**config.mk**
```make
export PLATFORM = sky130hd
export DESIGN_NAME = mem_access_stage
export DESIGN_NICKNAME = d
export VERILOG_FILES = /design/src/rtl/mem_pkg.sv /design/src/rtl/mw_reg.sv /design/src/rtl/mem_access_stage.sv
export SDC_FILE = /design/constraint.sdc
export NUM_CORES = 1
export LEC_CHECK = 0
export ABC_AREA = 1
export BUFFER_PORTS_ARGS = -buffer_cell sky130_fd_sc_hd__buf_4
export CAP_MARGIN = 0
export CORE_MARGIN = 5
export CORE_UTILIZATION = 45
export CTS_CLUSTER_DIAMETER = 200
export DETAILED_ROUTE_END_ITERATION = 7
export MAX_ROUTING_LAYER = met4
export PLACE_DENSITY = 0.76
export SLEW_MARGIN = 0
export SYNTH_ARGS = -nofsm -noshare
export SYNTH_HDL_FRONTEND = slang
export SYNTH_SLANG_ARGS = --single-unit
```
**constraint.sdc**
```tcl
create_clock -name clk -period 2.4 [get_ports clk]
set_input_delay 0.24 -clock clk [delete_from_list [all_inputs] [get_ports clk]]
set_output_delay 0.24 -clock clk [all_outputs]
set_load 0.03 [all_outputs]
```
**src/rtl/mem_pkg.sv**
```systemverilog
// Shared types and widths for the memory-access (M) stage and its M->W register bank.
// No logic of its own. Holds the FSM state encoding and the packed control bundle.
// No backpressure here; the stall behaviour is implemented by mem_access_stage.
package mem_pkg;

   localparam int WORD_W    = 32;
   localparam int REG_IDX_W = 4;

   typedef enum logic [1:0] {
      RUN  = 2'd0,
      WAIT = 2'd1,
      DONE = 2'd2
   } mem_state_t;

   // Everything that travels from M to W alongside the result word
   typedef struct packed {
      logic                 pcload;
      logic                 regw;
      logic                 misalign;
      logic [REG_IDX_W-1:0] reg_scr;
      logic [WORD_W-1:0]    address;
   } mw_ctrl_t;

   localparam int MW_CTRL_W = $bits(mw_ctrl_t);

endpackage

```
**src/rtl/mw_reg.sv**
```systemverilog
// M->W pipeline register bank: captures control bundle and result when ld is high.
// Latency 1 cycle. When ld is low a bubble is inserted: valid/pcload/regw/misalign clear,
// while the data fields (reg index, result, address) keep their last value.
module mw_reg
   import mem_pkg::*;
(
   input  logic                 clk,
   input  logic                 rst,
   input  logic                 ld,
   input  logic [MW_CTRL_W-1:0] ctrl_in,
   input  logic [WORD_W-1:0]    result_in,
   output logic                 valid,
   output logic [MW_CTRL_W-1:0] ctrl_out,
   output logic [WORD_W-1:0]    result
);

   mw_ctrl_t ctrl_new;
   mw_ctrl_t ctrl_q;

   assign ctrl_new = ctrl_in;
   assign ctrl_out = ctrl_q;

   // Capture on ld, otherwise insert a bubble that clears only the qualifying flags
   always_ff @(posedge clk) begin
      if (rst) begin
         valid  <= 1'b0;
         ctrl_q <= '0;
         result <= '0;
      end else if (ld) begin
         valid  <= 1'b1;
         ctrl_q <= ctrl_new;
         result <= result_in;
      end else begin
         valid           <= 1'b0;
         ctrl_q.pcload   <= 1'b0;
         ctrl_q.regw     <= 1'b0;
         ctrl_q.misalign <= 1'b0;
      end
   end

endmodule

```
**src/rtl/mem_access_stage.sv**
```systemverilog
// M stage: data-memory access against a synchronous single-port RAM, then hand-off to W.
// Latency 1 cycle for ALU ops and stores; loads take READ_LAT+1 cycles to reach W.
// Loads hold stall_M high for READ_LAT cycles; the upstream bundle must stay stable meanwhile.
module mem_access_stage
   import mem_pkg::*;
#(
   parameter int READ_LAT = 2,
   parameter int ADDR_W   = 10
) (
   input  logic                 clk,
   input  logic                 rst,
   input  logic                 valid_M,
   input  logic                 pcload_M,
   input  logic                 regw_M,
   input  logic                 memw_M,
   input  logic                 regmem_M,
   input  logic [REG_IDX_W-1:0] regScr_M,
   input  logic [WORD_W-1:0]    ALUrslt_M,
   input  logic [WORD_W-1:0]    address_M,
   input  logic [WORD_W-1:0]    wdata_M,
   output logic                 stall_M,
   output logic [ADDR_W-1:0]    ram_addr,
   output logic [WORD_W-1:0]    ram_data,
   output logic                 ram_wren,
   input  logic [WORD_W-1:0]    ram_q,
   output logic                 valid_W,
   output logic                 pcload_W,
   output logic                 regw_W,
   output logic [REG_IDX_W-1:0] regScr_W,
   output logic [WORD_W-1:0]    result_W,
   output logic [WORD_W-1:0]    address_W,
   output logic                 misalign_W
);

   // Counter start value: number of WAIT cycles before DONE
   localparam logic [1:0] LAT_INIT = 2'(READ_LAT - 1);

   mem_state_t           state, state_nxt;
   logic [1:0]           cnt, cnt_nxt;
   logic [ADDR_W-1:0]    addr_q;
   logic [ADDR_W-1:0]    word_addr;
   mw_ctrl_t             m_ctrl, held_ctrl, w_ctrl_in, w_ctrl;
   logic [MW_CTRL_W-1:0] w_ctrl_q;
   logic [WORD_W-1:0]    w_result;
   logic                 w_ld, lat_ld;

   // Upper address bits above the RAM window are dropped, so accesses wrap
   assign word_addr = ALUrslt_M[ADDR_W+1:2];

   assign m_ctrl = '{pcload:   pcload_M,
                     regw:     regw_M,
                     misalign: (memw_M | regmem_M) & (|ALUrslt_M[1:0]),
                     reg_scr:  regScr_M,
                     address:  address_M};

   // State, load countdown and the latched load bundle/address
   always_ff @(posedge clk) begin
      if (rst) begin
         state     <= RUN;
         cnt       <= '0;
         addr_q    <= '0;
         held_ctrl <= '0;
      end else begin
         state <= state_nxt;
         cnt   <= cnt_nxt;
         if (lat_ld) begin
            addr_q    <= word_addr;
            held_ctrl <= m_ctrl;
         end
      end
   end

   // Next state, RAM pins, stall and W-capture control; reset forces all pins low
   always_comb begin
      state_nxt = state;
      cnt_nxt   = cnt;
      stall_M   = 1'b0;
      ram_wren  = 1'b0;
      ram_addr  = addr_q;
      ram_data  = '0;
      w_ld      = 1'b0;
      lat_ld    = 1'b0;
      w_ctrl_in = m_ctrl;
      w_result  = ALUrslt_M;
      case (state)
         RUN: begin
            ram_addr = word_addr;
            ram_data = wdata_M;
            if (valid_M) begin
               if (regmem_M) begin
                  // A load wins over a simultaneous store request: no write
                  stall_M   = 1'b1;
                  lat_ld    = 1'b1;
                  cnt_nxt   = LAT_INIT;
                  state_nxt = (READ_LAT == 1) ? DONE : WAIT;
               end else begin
                  ram_wren = memw_M;
                  w_ld     = 1'b1;
               end
            end
         end
         WAIT: begin
            stall_M = 1'b1;
            cnt_nxt = cnt - 2'd1;
            if (cnt == 2'd1) begin
               state_nxt = DONE;
            end
         end
         DONE: begin
            w_ld      = 1'b1;
            w_ctrl_in = held_ctrl;
            w_result  = ram_q;
            state_nxt = RUN;
         end
         default: begin
            state_nxt = RUN;
         end
      endcase
      if (rst) begin
         stall_M  = 1'b0;
         ram_wren = 1'b0;
         ram_addr = '0;
         ram_data = '0;
      end
   end

   mw_reg u_mw_reg (
      .clk       (clk),
      .rst       (rst),
      .ld        (w_ld),
      .ctrl_in   (w_ctrl_in),
      .result_in (w_result),
      .valid     (valid_W),
      .ctrl_out  (w_ctrl_q),
      .result    (result_W)
   );

   assign w_ctrl     = w_ctrl_q;
   assign pcload_W   = w_ctrl.pcload;
   assign regw_W     = w_ctrl.regw;
   assign misalign_W = w_ctrl.misalign;
   assign regScr_W   = w_ctrl.reg_scr;
   assign address_W  = w_ctrl.address;

endmodule
```
### Yosys cells after proc, flatten, opt, wreduce, memory -nomap -nowiden

Index checks and enable logic that the tools add are counted.

* register bits after elaboration: 125
* bits in latches: 0
* bits in writable memories: 0
* memory bits (read-only): 0
* input bits: 139
* output and inout bits: 116
* logic and storage cells: 55
* memories kept: 0

* add/subtract/negate cells: 1
* $mul: 0
* div/mod/pow operators: 0
* $lt $le $gt $ge: 0
* eq/ne operators: 6
* shifts and indexed selects: 0
* multiplexer cells: 24
* bitwise gates (word level): 3
* reductions and logical operators: 6

Operators with widths (number)
* $mux W32: 3
* $mux W39: 1
* $mux W10: 2
* $mux W1: 11
* $pmux W2 S2: 2
* $mux W2: 3
* $ne A2 B2 Y1 const B: 3
* $reduce_and A3 Y1: 2
* $eq A2 B1 Y1 const B: 2
* $pmux W1 S2: 2
* $reduce_or A2 Y1: 2
* $eq A2 B2 Y1 const B: 1
* $logic_not A2 Y1: 1
* $reduce_bool A2 Y1: 1
* $sub A2 B1 Y2 const B: 1
* $and A1 B1 Y1: 1
* $not A1 Y1: 1
* $or A1 B1 Y1: 1

### Logic depth before layout (Yosys ltp)

Gate-level depths: netlist of run 1.

* word-level depth: 5
* mapped depth: 8
* gate-level depth less buffers: 6

### Cells and area by module

Synthesis of run 1 repeated with hierarchy kept, for this count alone.

* cell total of the unflattened synthesis: 1085
* area total of the unflattened synthesis: 6900.4 µm²

Modules (own cells, without submodules)
* mem_access_stage: times used 1, cells an instance 642, area each 3903.7 µm², sequential area each 1061.0 µm²
* mw_reg: times used 1, cells an instance 443, area each 2996.6 µm², sequential area each 1441.4 µm²

### Worst setup path after synthesis of run 1

Ideal clock, no wire load.

* path kind: register -> output
* from: reg state[1]
* to: out ram_data[10]
* data arrival time: 1.383 ns
* data required time: 2.160 ns
* setup slack: 0.777 ns
* stages on the path, launching flop included: 6
* path buffers: 2
* cells stage by stage: dfxtp_1 nor2_1 buf_2 nand2_1 buf_2 nor2_1

* longest elaborated chain between the ends: 3

Ends and longest elaborated chain
* start: declaration: RTL line mem_access_stage.sv:38 `mem_state_t state, state_nxt;`
* start signal: assignment: RTL line mem_access_stage.sv:64 `state <= state_nxt;`
* $logic_not A2 Y1: RTL line mem_access_stage.sv:85 `case (state)`
* $mux W32: RTL line mem_access_stage.sv:85
* $mux W32: RTL line mem_access_stage.sv:119 `if (rst) begin`
* end: declaration: RTL line mem_access_stage.sv:23 `output logic [WORD_W-1:0] ram_data,`

No other way between the ends.

### Worst setup path after layout of run 1

* from: reg state[0]
* to: out stall_M

* longest elaborated chain between the ends: 3
* elaborated cells between the ends (all ways): 4
* classes of those cells: eq/ne (1); mux (2); reduce/logical (1)

Ends and longest elaborated chain
* $eq A2 B1 Y1 / $logic_not A2 Y1 (equally long branches): RTL line mem_access_stage.sv:85
* $pmux W1 S2 (*): RTL line mem_access_stage.sv:85
* $mux W1 (*): RTL line mem_access_stage.sv:119
* end: declaration: RTL line mem_access_stage.sv:21 `output logic stall_M,`

Mark *: on every way between the ends. The rest lies on a longest branch, timed or not.

==> results.md, run 1 <==
- Status: complete, no violations
- I/O Buffers: 254
- CTS tree: yes
- Worst slew pin tran: 0.480 ns
- Multi-input logic area: 2940 um2
- Clk pwr share: 40.3%
- Root buf cell: clkbuf_16
- Req. time, crit path: 2.16 ns
- Min-Delay Path Depth: 3
- Fin Hold WS: 0.0900 ns
- Syn nets: 1171
- Die height: 127 um
- Final Hold Fails: 0
- Worst r2r path cells: 6
- Layout cells sized above 1: 24.0%
- Drt pass-1 iters: 4
- Initial Util: 46.2%
- Syn-to-layout area delta: 42.9%
- Power Total: 6.17 mW
- Clk_lat worst skew: 0.41 ns
- Critical path's most frequent cell: nor2_1
- First-pass GRT wire length: 29800 um
- Postcts setup bufs: 0
- Fin nets: 1397
- Final setup fails: 0
- Mapped Area: 6140 um2
- Pwr/cell area: 704 nW/um2
- Layout Skew: 0.00845 ns
- Total number of vias: 6589
- Fillers: 1277
- Slew HR: 67.9%
- Worst stage delay on the critical path: 0.34 ns
- Post-synth EDFFs: 0
- Yosys Warn Count: 0
- RSZ-0062 raised after global routing: false
- RePlAce Congestion: 0.854
- Switching Fraction: 28.8%
- Post-synthesis sequential area ratio: 40.8%
- Clock buffer count from CTS: 17
- Max VDD drop: 0.472 mV
- Overflow after GRT: 0
- Synthesis-stage register bit count: 125
- Initial antenna violation count: 0
- Worst path cell trace: inv_1 > nand2_1 > nor2_4 > nor2_1 > nor2_1 > buf_4
- Hpwl dp: 13200 um
- Min-Delay Path Class: input pin to flip-flop
- Setup TNS: 0 ns
- Sequential Power Share: 37.6%
- Die Area: 16100 um2
- Final WL: 18900 um
- Row count: 42
- Post-synth top flop: dfxtp_1
- Leakage: 4.81 nW
- Ports: 255
- Worst-path clk slew: 0.05 ns
- Antenna diodes: 0
- # resized after CTS: 0
- Final Cycle Share: 86.5%
- Die outline width: 127 um
- Via/cell ratio: 4.56
- CTS Hold Bufs: 0
- WS Path Type: flip-flop to output port
- Leading area contributor after synthesis: dfxtp_1
- Drt wl/cell: 13.1 um
- Syn_area_per_cell: 5.95 um2
- Top post-synthesis cells by area: dfxtp_1 41%, nand2_1 19%, nor2_1 17%, inv_1 7.0%, nand3_1 5.9%
- Crit path DAT: 1.84 ns
- Total clock sinks: 125
- Vias in the first global route: 5949
- Tot GR Track Use: 23.2%
- Synth unique cells: 15
- Crit Path Max Fanout: 11
- Slew Limit Fails: 0
- Fin util: 65.9%
- First DRT Iteration DRCs: 479
- Syn Inst Count: 1031
- Largest net degree at the start of global routing: 50
- Crit. End Element: output port
- Minimum clock period after layout: 2.08 ns
- Reg area: 2500 um2
- Internal power: 4.39 mW
- Async S/R FF share, synth: 0%
- Max Cap Viol: 0
- Commonest cells in the synthesized netlist: 312 x nand2_1, 274 x nor2_1, 125 x dfxtp_1
- CTS max path bufs: 2
- Crit-path slowest cell: dfxtp_1
- H-tree depth: 4
- Startpoint Class: flip-flop
- Achievable frequency: 0.482 GHz
- Synth top area share: 40.8%
- Most numerous cell in the Yosys netlist: nand2_1
- DRC Markers: 0
- NetSw: 1.78 mW
- Core Area: 13300 um2
- ANT nets after route: 0
- Combinational Power Share: 22.1%
-- final timing paths --
| path | startpoint | to | slack (ns) |
|---|---|---|---|
| hold reg to reg | cnt[1]$_SDFFE_PP0P_ | cnt[1]$_SDFFE_PP0P_ | 0.46 |
| setup reg to reg | state[1]$_SDFFE_PP0P_ | held_ctrl[1]$_SDFFE_PP0P_ | 0.73 |
| hold / removal | address_M[19] | held_ctrl[19]$_SDFFE_PP0P_ | 0.09 |
| setup / recovery | state[0]$_SDFFE_PP0P_ | stall_M | 0.32 |
-- cell usage in the layout (no fill, tap or decap), types with 3 or more instances in the layout --
cell / count
buf_4: 267
o21ai_0: 49
buf_12: 5
nor2_1: 273
clkinv_2: 3
clkbuf_16: 17
nand2_1: 309
dfxtp_1: 125
inv_1: 114
clkbuf_1: 5
clkbuf_8: 3
a21oi_1: 15
nand3_1: 72
-- power groups by stage --
stage | Combinational [mW] | Sequential [mW] | Clock (mW)
6_report | 1.36 | 2.32 | 2.49
5_1_grt | 1.50 | 2.34 | 2.63
4_1_cts | 1.37 | 2.32 | 2.53
3_5_place_dp | 1.36 | 2.37 | 0
3_3_place_gp | 1.35 | 2.36 | 0
2_1_floorplan | 0.621 | 2.55 | 0
-- registers in the layout, summed over array words and instances (netlist names) --
signal             cells
u_mw_reg.valid         1
cnt                    2
u_mw_reg.result       32
addr_q                10
state                  2
u_mw_reg.ctrl_out     39
held_ctrl             39
-- stage by stage --
| step | cell area, um2 | setup slack [ns] | instances |
|---|---|---|---|
| final | 8770 | 0.324 | 1445 |
| after global routing | 8770 | 0.122 | 1445 |
| after CTS | 8770 | 0.285 | 1445 |
| after detailed placement | 8200 | 0.731 | 1414 |
| after global placement | 8200 | 0.726 | 1414 |
| after floorplan | 6140 | 0.777 | 1031 |
-- layout make-up --
class	count	area share, %
Clock inverter	6	0.970
Tap cell	176	2.51
Inverter	115	4.94
Multi-Input combinational cell	726	33.5
Timing Repair Buffer	272	24.0
Sequential cell	125	28.5
Clock buffer	25	5.54
-- cells by family (layout without fill, tap and decap cells) --
family          Yosys count  count (layout)  share of synthesized area (%)
compound gates           65              65                           5.34
simple gates            660             660                           41.9
buf+inv                 180             418                           11.8
fa+ha+maj                 1               1                          0.204
flops                   125             125                           40.8
-- metal layers --
layer / track usage, % / wire length (um)
met1: 29.1 / 8090
met2: 37.7 / 9360
met3: 5.21 / 1330
met4: 6.18 / 144
met5: - / 0
-- worst max-delay path: cells and delay by family, from the launching register on --
kind	cells	cell delay (ns)
buffers and inverters	2	0.37
AND/OR/NAND/NOR	4	0.72
flip-flops	1	0.34
(Power assumes the default switching activity.)
==> run 2, diff against run 1 <==
==> constraint.sdc (replaced) <==
create_clock -name clk -period 2.4 [get_ports clk]
set_input_delay 0.48 -clock clk [delete_from_list [all_inputs] [get_ports clk]]
set_output_delay 0.48 -clock clk [all_outputs]
set_load 0.03 [all_outputs]
==> run 2 against run 1 <==
Effect of this change: fmax down 2.4%; worst setup slack worse by 0.051 ns; clock-buffer cell count shrank 3; critical path depth down 1; largest power group unchanged.
==> results.md, run 2 (synthesis gave the netlist of run 1 again) <==
- First DRT Iteration DRCs: 442
- Switching Fraction: 29.4%
- Fin nets: 1396
- DRC Markers: 0
- Internal power: 4.24 mW
- Final Cycle Share: 88.6%
- Leakage: 4.78 nW
- Hpwl dp: 12900 um
- Critical path startpoint: state[0]$_SDFFE_PP0P_
- First-pass GRT wire length: 29900 um
- Worst r2r path cells: 7
- Drt pass-1 iters: 5
- Layout Skew: 0.00439 ns
- Fin Hold WS: 0.325 ns
- CTS max path bufs: 2
- Max VDD drop: 0.505 mV
- Combinational Power Share: 22.4%
- Initial antenna violation count: 0
- Largest net degree at the start of global routing: 121
- Crit. End Element: output port
- Die height: 127 um
- Row count: 42
- Minimum clock period after layout: 2.13 ns
- Req. time, crit path: 1.92 ns
- Achievable frequency: 0.470 GHz
- Final WL: 18700 um
- Startpoint Class: flip-flop
- Antenna diodes: 0
- Layout cells sized above 1: 24.1%
- Slew Limit Fails: 0
- Total clock sinks: 125
- Final non-filler cell total: 1444
- Max Cap Viol: 0
- Inst Count DP: 1413
- Status: complete, no violations
- Critical Path Sink: ram_addr[8]
- Tot GR Track Use: 23.3%
- Clock buffer count from CTS: 17
- R2r setup slk: 0.73 ns
- H-tree depth: 4
- # resized after CTS: 0
- Crit path DAT: 1.65 ns
- Ports: 255
- ANT nets after route: 0
- Clk pwr share: 38.9%
- Commonest non-fill, non-tap cell in the layout: nand2_1
- Postcts setup bufs: 0
- Sequential Power Share: 38.7%
- Crit Path Max Fanout: 11
- Final Hold Fails: 0
- I/O Buffers: 254
- WS Path Type: flip-flop to output port
- Core Area: 13300 um2
- Min-Delay Path Class: input pin to flip-flop
- Pwr/cell area: 691 nW/um2
- Worst slew pin tran: 0.557 ns
- Initial Util: 46.2%
- RSZ-0062 raised after global routing: false
- NetSw: 1.77 mW
- R2R Path End: held_ctrl[36]$_SDFFE_PP0P_
- Fin util: 65.3%
- Drt wl/cell: 12.9 um
- CTS tree: yes
- Overflow after GRT: 0
- Slew HR: 62.9%
- FF-to-FF Start: state[0]$_SDFFE_PP0P_
- Syn-to-layout area delta: 41.6%
- Clk_lat worst skew: 0.41 ns
- Most frequent cells in the layout: 308 x nand2_1, 273 x nor2_1, 269 x buf_4
- Die outline width: 127 um
- Worst-path clk slew: 0.06 ns
- Die Area: 16100 um2
- Via/cell ratio: 4.64
- Total number of vias: 6704
- RePlAce Congestion: 0.834
- Vias in the first global route: 5968
- Root buf cell: clkbuf_16
- Setup TNS: 0 ns
- CTS Hold Bufs: 0
- Final setup fails: 0
[run 2: changes by cell type in the layout (fill, tap and decap cells not counted)]
cell        change
clkinv_2        +6
clkinvlp_4      -2
buf_12          -3
buf_4           +2
nand2_1         -1
clkbuf_1        -2
bufinv_16       -1
nand2_2         +1
clkbuf_8        -1
[run 2: worst min path at each step]
stage / start / end / slack [ns] / cells after the start
6_report: address_M[5] / held_ctrl[5]$_SDFFE_PP0P_ / 0.33 / 3
3_3_place_gp: cnt[1]$_SDFFE_PP0P_ / cnt[1]$_SDFFE_PP0P_ / 0.45 / 2
4_1_cts: address_M[5] / held_ctrl[5]$_SDFFE_PP0P_ / 0.31 / 3
5_1_grt: address_M[14] / held_ctrl[14]$_SDFFE_PP0P_ / 0.33 / 3
2_1_floorplan: cnt[1]$_SDFFE_PP0P_ / cnt[1]$_SDFFE_PP0P_ / 0.44 / 2
3_5_place_dp: held_ctrl[37]$_SDFFE_PP0P_ / u_mw_reg.ctrl_out[37]$_SDFF_PP0_ / 0.46 / 2
[run 2: power groups by stage]
stage                     clock (mW)  sequential, mW  combinational (mW)
after global routing            2.47            2.34                1.49
final                           2.34            2.32                1.35
after CTS                       2.38            2.32                1.36
after global placement             0            2.36                1.34
after floorplan                    0            2.55               0.621
after detailed placement           0            2.37                1.35
[run 2: area by class of cell]
class / count / area [um2]
Fill cell: 1292 / 4610
Multi-Input combinational cell: 726 / 2940
Sequential cell: 125 / 2500
Timing Repair Buffer: 271 / 2060
Clock buffer: 22 / 464
Inverter: 115 / 433
Tap cell: 176 / 220
Clock inverter: 9 / 70.1
[run 2: metal layers]
| layer | global-route usage [%] | routed length (um) |
|---|---|---|
| met1 | 31.0 | 8470 |
| met2 | 35.7 | 8680 |
| met3 | 4.54 | 1220 |
| met4 | 7.38 | 310 |
| met5 | - | 0 |
[run 2: worst max-delay path, cell delays in order (launching register included)]
cell	delay, ns
dfxtp_1	0.38
inv_1	0.15
nand2_2	0.23
nor2_1	0.08
a21oi_1	0.19
buf_4	0.20
[run 2: stage by stage]
step                      worst slack [ns]  total power [mW]  instance area [um2]
after global routing                 0.120              6.30                 8690
after global placement               0.449              3.70                 8150
after floorplan                      0.366              3.17                 6140
after detailed placement             0.399              3.72                 8150
after CTS                            0.109              6.06                 8690
final                                0.273              6.01                 8690
